**src/rtl/vram_rect_fill.sv**
```systemverilog
// Rectangle-fill engine: clips one (x,y,w,h,colour) command to the framebuffer
// and streams it into the VRAM write port, one pixel per clock, row-major.
module vram_rect_fill #(
  parameter int FB_WIDTH  = 256,
  parameter int FB_HEIGHT = 240
) (
  input  logic        clk,
  input  logic        reset,
  input  logic        cmd_valid,
  output logic        cmd_ready,
  input  logic [9:0]  cmd_x,
  input  logic [9:0]  cmd_y,
  input  logic [9:0]  cmd_w,
  input  logic [9:0]  cmd_h,
  input  logic [11:0] cmd_color,
  output logic [15:0] vram_write_addr,
  output logic [15:0] vram_write_data,
  output logic        vram_write_en,
  output logic        busy,
  output logic        done
);

  localparam int          SH    = $clog2(FB_WIDTH);
  localparam logic [10:0] FBW11 = 11'(FB_WIDTH);
  localparam logic [10:0] FBH11 = 11'(FB_HEIGHT);
  localparam logic [15:0] FBW16 = 16'(FB_WIDTH);

  typedef enum logic [1:0] {
    S_IDLE,
    S_SETUP,
    S_FILL,
    S_DONE
  } state_t;

  state_t r_state;
  state_t w_state_nxt;

  logic [9:0]  r_x;
  logic [9:0]  r_y;
  logic [9:0]  r_w;
  logic [9:0]  r_h;
  logic [11:0] r_color;

  logic [10:0] r_col;
  logic [10:0] r_row;
  logic [10:0] r_wcm1;
  logic [15:0] r_base;
  logic [15:0] r_addr;
  logic [15:0] r_data;
  logic        r_en;
  logic        r_busy;
  logic        r_done;

  logic [10:0] w_col_nxt;
  logic [10:0] w_row_nxt;
  logic [10:0] w_wcm1_nxt;
  logic [15:0] w_base_nxt;
  logic [15:0] w_addr_nxt;
  logic [15:0] w_data_nxt;
  logic        w_en_nxt;
  logic        w_busy_nxt;
  logic        w_done_nxt;

  logic        w_accept;
  logic [10:0] w_x11;
  logic [10:0] w_y11;
  logic [10:0] w_w11;
  logic [10:0] w_h11;
  logic [10:0] w_xroom;
  logic [10:0] w_yroom;
  logic [10:0] w_wc;
  logic [10:0] w_hc;
  logic        w_empty;
  logic [15:0] w_row_base;

  assign cmd_ready = (r_state == S_IDLE) && !reset;
  assign w_accept  = cmd_valid && cmd_ready;

  // 11-bit clip arithmetic so x/y beyond the screen never wrap
  assign w_x11   = {1'b0, r_x};
  assign w_y11   = {1'b0, r_y};
  assign w_w11   = {1'b0, r_w};
  assign w_h11   = {1'b0, r_h};
  assign w_xroom = FBW11 - w_x11;
  assign w_yroom = FBH11 - w_y11;
  assign w_wc    = (w_w11 < w_xroom) ? w_w11 : w_xroom;
  assign w_hc    = (w_h11 < w_yroom) ? w_h11 : w_yroom;
  assign w_empty = (r_w == 10'd0) || (r_h == 10'd0) ||
                   (w_x11 >= FBW11) || (w_y11 >= FBH11);

  assign w_row_base = ({6'd0, r_y} << SH) + {6'd0, r_x};

  always_ff @(posedge clk or posedge reset) begin
    if (reset) begin
      r_state <= S_IDLE;
    end else begin
      r_state <= w_state_nxt;
    end
  end

  always_comb begin
    w_state_nxt = r_state;
    w_col_nxt   = r_col;
    w_row_nxt   = r_row;
    w_wcm1_nxt  = r_wcm1;
    w_base_nxt  = r_base;
    w_addr_nxt  = r_addr;
    w_data_nxt  = r_data;
    w_en_nxt    = r_en;
    w_busy_nxt  = r_busy;
    w_done_nxt  = 1'b0;
    unique case (r_state)
      S_IDLE: begin
        w_en_nxt = 1'b0;
        if (w_accept) begin
          w_busy_nxt  = 1'b1;
          w_state_nxt = S_SETUP;
        end
      end
      S_SETUP: begin
        if (w_empty) begin
          w_done_nxt  = 1'b1;
          w_state_nxt = S_DONE;
        end else begin
          w_en_nxt    = 1'b1;
          w_addr_nxt  = w_row_base;
          w_base_nxt  = w_row_base;
          w_data_nxt  = {4'h0, r_color};
          w_col_nxt   = w_wc - 11'd1;
          w_wcm1_nxt  = w_wc - 11'd1;
          w_row_nxt   = w_hc - 11'd1;
          w_state_nxt = S_FILL;
        end
      end
      S_FILL: begin
        if (r_col != 11'd0) begin
          w_addr_nxt = r_addr + 16'd1;
          w_col_nxt  = r_col - 11'd1;
        end else if (r_row != 11'd0) begin
          // row wrap stays back-to-back: next row start comes from row_base
          w_base_nxt = r_base + FBW16;
          w_addr_nxt = r_base + FBW16;
          w_col_nxt  = r_wcm1;
          w_row_nxt  = r_row - 11'd1;
        end else begin
          w_en_nxt    = 1'b0;
          w_done_nxt  = 1'b1;
          w_state_nxt = S_DONE;
        end
      end
      S_DONE: begin
        w_en_nxt    = 1'b0;
        w_busy_nxt  = 1'b0;
        w_state_nxt = S_IDLE;
      end
      default: begin
        w_en_nxt    = 1'b0;
        w_busy_nxt  = 1'b0;
        w_state_nxt = S_IDLE;
      end
    endcase
  end

  always_ff @(posedge clk or posedge reset) begin
    if (reset) begin
      r_x     <= '0;
      r_y     <= '0;
      r_w     <= '0;
      r_h     <= '0;
      r_color <= '0;
    end else if (w_accept) begin
      r_x     <= cmd_x;
      r_y     <= cmd_y;
      r_w     <= cmd_w;
      r_h     <= cmd_h;
      r_color <= cmd_color;
    end
  end

  always_ff @(posedge clk or posedge reset) begin
    if (reset) begin
      r_col  <= '0;
      r_row  <= '0;
      r_wcm1 <= '0;
      r_base <= '0;
      r_addr <= '0;
      r_data <= '0;
      r_en   <= 1'b0;
      r_busy <= 1'b0;
      r_done <= 1'b0;
    end else begin
      r_col  <= w_col_nxt;
      r_row  <= w_row_nxt;
      r_wcm1 <= w_wcm1_nxt;
      r_base <= w_base_nxt;
      r_addr <= w_addr_nxt;
      r_data <= w_data_nxt;
      r_en   <= w_en_nxt;
      r_busy <= w_busy_nxt;
      r_done <= w_done_nxt;
    end
  end

  assign vram_write_addr = r_addr;
  assign vram_write_data = r_data;
  assign vram_write_en   = r_en;
  assign busy            = r_busy;
  assign done            = r_done;

endmodule
```
**config.mk**
```make
export PLATFORM = sky130hd
export DESIGN_NAME = vram_rect_fill
export DESIGN_NICKNAME = d
export VERILOG_FILES = /design/src/rtl/vram_rect_fill.sv
export SDC_FILE = /design/constraint.sdc
export NUM_CORES = 1
export LEC_CHECK = 0
export CAP_MARGIN = 10
export CORE_MARGIN = 3
export CORE_UTILIZATION = 60
export CTS_CLUSTER_DIAMETER = 50
export DETAILED_ROUTE_END_ITERATION = 16
export PLACE_DENSITY = 0.94
export SYNTH_ARGS = -nofsm -noshare
export SYNTH_HDL_FRONTEND = slang
export SYNTH_SLANG_ARGS = --single-unit
```
**constraint.sdc**
```tcl
create_clock -name clk -period 9.25 [get_ports clk]
set_input_delay 2.775 -clock clk [delete_from_list [all_inputs] [get_ports clk]]
set_output_delay 2.775 -clock clk [all_outputs]
set_load 0.01 [all_outputs]
```
==> run metrics <==
skew final=0.00724 ns; die width=123 µm; critical path class=in -> out; startpoint types=input pin; Via Count=6,904; Async SR Flop Fraction=1.00; Synth area leaders=dfrtp_1 (41%), mux2_2 (10%), ha_1 (4.6%); root buf cell=clkbuf_16; Leak=0.00409 µW; Std-Cell Core Area=12,900 µm²; CP dominant cell by count=clkdlybuf4s50_1; per-instance average area after synthesis=9.54 µm²; Most used DFF post-synth=dfrtp_1; flop2flop setup slack=3.93 ns; Layout Nets=1,003; Initial DRT Pass Iterations=5; Routed Antenna Nets=0; Synth Cell Area=8160 µm²; hold path endpoint=r_wcm1[6]; period utilisation layout=0.743; postcts setup bufs=0; setup TNS=0 ns; Max Cap Violations=0; CP Capture Type=output pin; Synth Instances=855; Synth area leader=dfrtp_1; EDFF count, synth=0; Clock Latency Late Sink=0.43 ns; crit path time final=6.87 ns; # port buffers=86; final hold violations=0; antenna violations before repair=0; hold crit path type=reg -> reg; die area=15,000 µm²; Ports=91; Netlist cell types=72; Initial Util=0.631; share of layout cells above drive strength 1=0.138; power per cell area=424 nW/µm²; Syn-to-layout area delta=17.3%; VDD IR max=0.234 mV; Yosys Warn Count=0; CTS tree=yes; Final HPWL DP=13,400 µm; Clock Pin Slew Worst Setup and Hold Paths=0.05 ns; top cells by count, synth=dfrtp_1 (134), nand2_1 (85), mux2_2 (75), nor2_1 (63), o21ai_0 (63); die height=123 µm; critical path cell sequence=clkdlybuf4s50_1 > nor2b_1 > clkdlybuf4s50_1; slowest cell on the critical path=clkdlybuf4s50_1; hold depth=2; worst slew pin tran=1.10 ns; overall routing resource usage=0.281; CTS Hold Bufs=0; grt total ovfl=0; vias in the first global route=6,996; worst r2r dst=r_wcm1[6]; drt wl/cell=18.3 µm; Min-Delay Startpoint=r_wcm1[6]; status=finished, final reports clean; Achievable Freq=146 MHz; via/cell ratio=6.28; Max Slew Vio Count=0; # DRC=0; flops & latches, synth=134; Inserted Clock Buffers=17; crit path max fanout=3; first-pass GRT wire length=33,400 µm; most frequent cell after synthesis=dfrtp_1; area share of the largest cell type after synthesis=0.411; count of final setup violators=0; Resize count post-CTS=0; largest net degree at the start of global routing=77; sequential element share of the synthesized area=0.411; Slew HR=0.262; Initial DRC Count=637; Antenna Cells=0; clock sink count=134; reg2reg start=r_x[0]; delay-heaviest family, CP=buffers and inverters; final instance area=9570 µm²; Routed WL=20,100 µm; clk buf depth=2; Worst EP required=6.48 ns; WP buf/inv=2; RSZ-0062 raised after global routing=no; Post-DP Area=9010 µm²; Arrival @ worst endpoint=4.09 ns; R2R cell count=18; Clock H-tree levels=4; CP peak stage delay=0.59 ns; GP Congestion=0.888; Row Count=41
==> power by group <==
group / leakage (µW) / internal [µW] / switching [µW] / total [µW]
registers: 0.00165 / 880 / 342 / 1220
clock network: 0.000261 / 398 / 250 / 648
logic: 0.00219 / 945 / 1240 / 2180
total: 0.00409 / 2220 / 1830 / 4050
==> metrics by stage <==
step / power (µW) / setup slack, ns / hold WS [ns] / instances / util
floorplan: 2760 / 2.89 / 0.445 / 858 / -
global placement: 3180 / 2.43 / 0.462 / 1070 / 0.697
detailed placement: 3310 / 2.39 / 0.471 / 1070 / 0.697
global route: 4360 / 2.33 / 0.513 / 1100 / 0.740
CTS: 4010 / 2.39 / 0.483 / 1100 / 0.740
finish: 4050 / 2.38 / 0.480 / 1100 / 0.740
==> worst max path at each step <==
stage	start	endpoint	depth (start not counted)	slack (ns)
6_report	reset	cmd_ready	3	2.38
3_5_place_dp	reset	cmd_ready	3	2.39
2_1_floorplan	reset	busy	1	2.89
5_1_grt	reset	cmd_ready	3	2.33
3_3_place_gp	reset	cmd_ready	3	2.43
4_1_cts	reset	cmd_ready	3	2.39
==> worst reg2reg max path, stage by stage, from the launching register on <==
cell and delay [ns]:
dfrtp_1 0.43, inv_1 0.17, ha_1 0.32, nor3b_1 0.32, and2_1 0.19, xnor2_1 0.24, inv_1 0.12, ha_1 0.31
nand3_1 0.07, o21ai_0 0.27, a21oi_1 0.26, nor2_1 0.72, mux2i_1 0.43, ha_1 0.31, inv_1 0.12, or3_1 0.37
xor2_1 0.15, mux2_2 0.29, o21ai_0 0.15
==> logic make-up after synthesis <==
logic type,Yosys count,share of synthesized area
other cells,1,0.000460
compound gates,206,0.160
simple gates,248,0.147
mux,88,0.119
buf+inv,89,0.0512
flops,134,0.411
xor+xnor,58,0.0623
fa+ha+maj,31,0.0485
==> metal layers <==
layer / share of wire / routed length [µm] / global-route usage
met1: 0.40 / 8030 / 0.348
met2: 0.48 / 9710 / 0.466
met3: 0.087 / 1760 / 0.0806
met4: 0.031 / 614 / 0.113
met5: 0 / 0 / 0
==> placed cells by master, fill, tap and decap left out, types with 4 or more instances in the layout <==
cell,n
a21o_1,8
a21oi_1,53
a31oi_1,8
and3_1,9
buf_4,4
clkbuf_16,17
clkdlybuf4s50_1,86
clkinvlp_4,4
conb_1,4
dfrtp_1,134
ha_1,29
inv_1,38
mux2_2,75
mux2i_1,13
nand2_1,84
nand2b_1,6
nand3_1,20
nand4_1,6
nor2_1,63
nor3_1,16
nor4_1,9
o211ai_1,17
o21a_1,6
o21ai_0,63
o21ai_1,11
o31ai_1,7
or3_1,8
xnor2_1,33
xor2_1,25
==> final cells by class <==
class	count	area [µm²]
clock buffers	21	450
clock inverters	9	105
fillers	858	3360
inverters	39	149
multi-input cells	635	4400
flip-flops and latches	134	3350
well taps	172	215
repair buffers	90	891
==> registers in the layout (all words and copies together), names as in the netlist <==
signal	cells
r_col	11
r_wcm1	11
r_y	10
r_color	12
r_w	10
vram_write_addr	16
r_state	2
busy	1
r_row	11
vram_write_data	12
r_h	10
vram_write_en	1
r_base	16
r_x	10
done	1
Note: power is estimated with default switching activity, not from simulation.
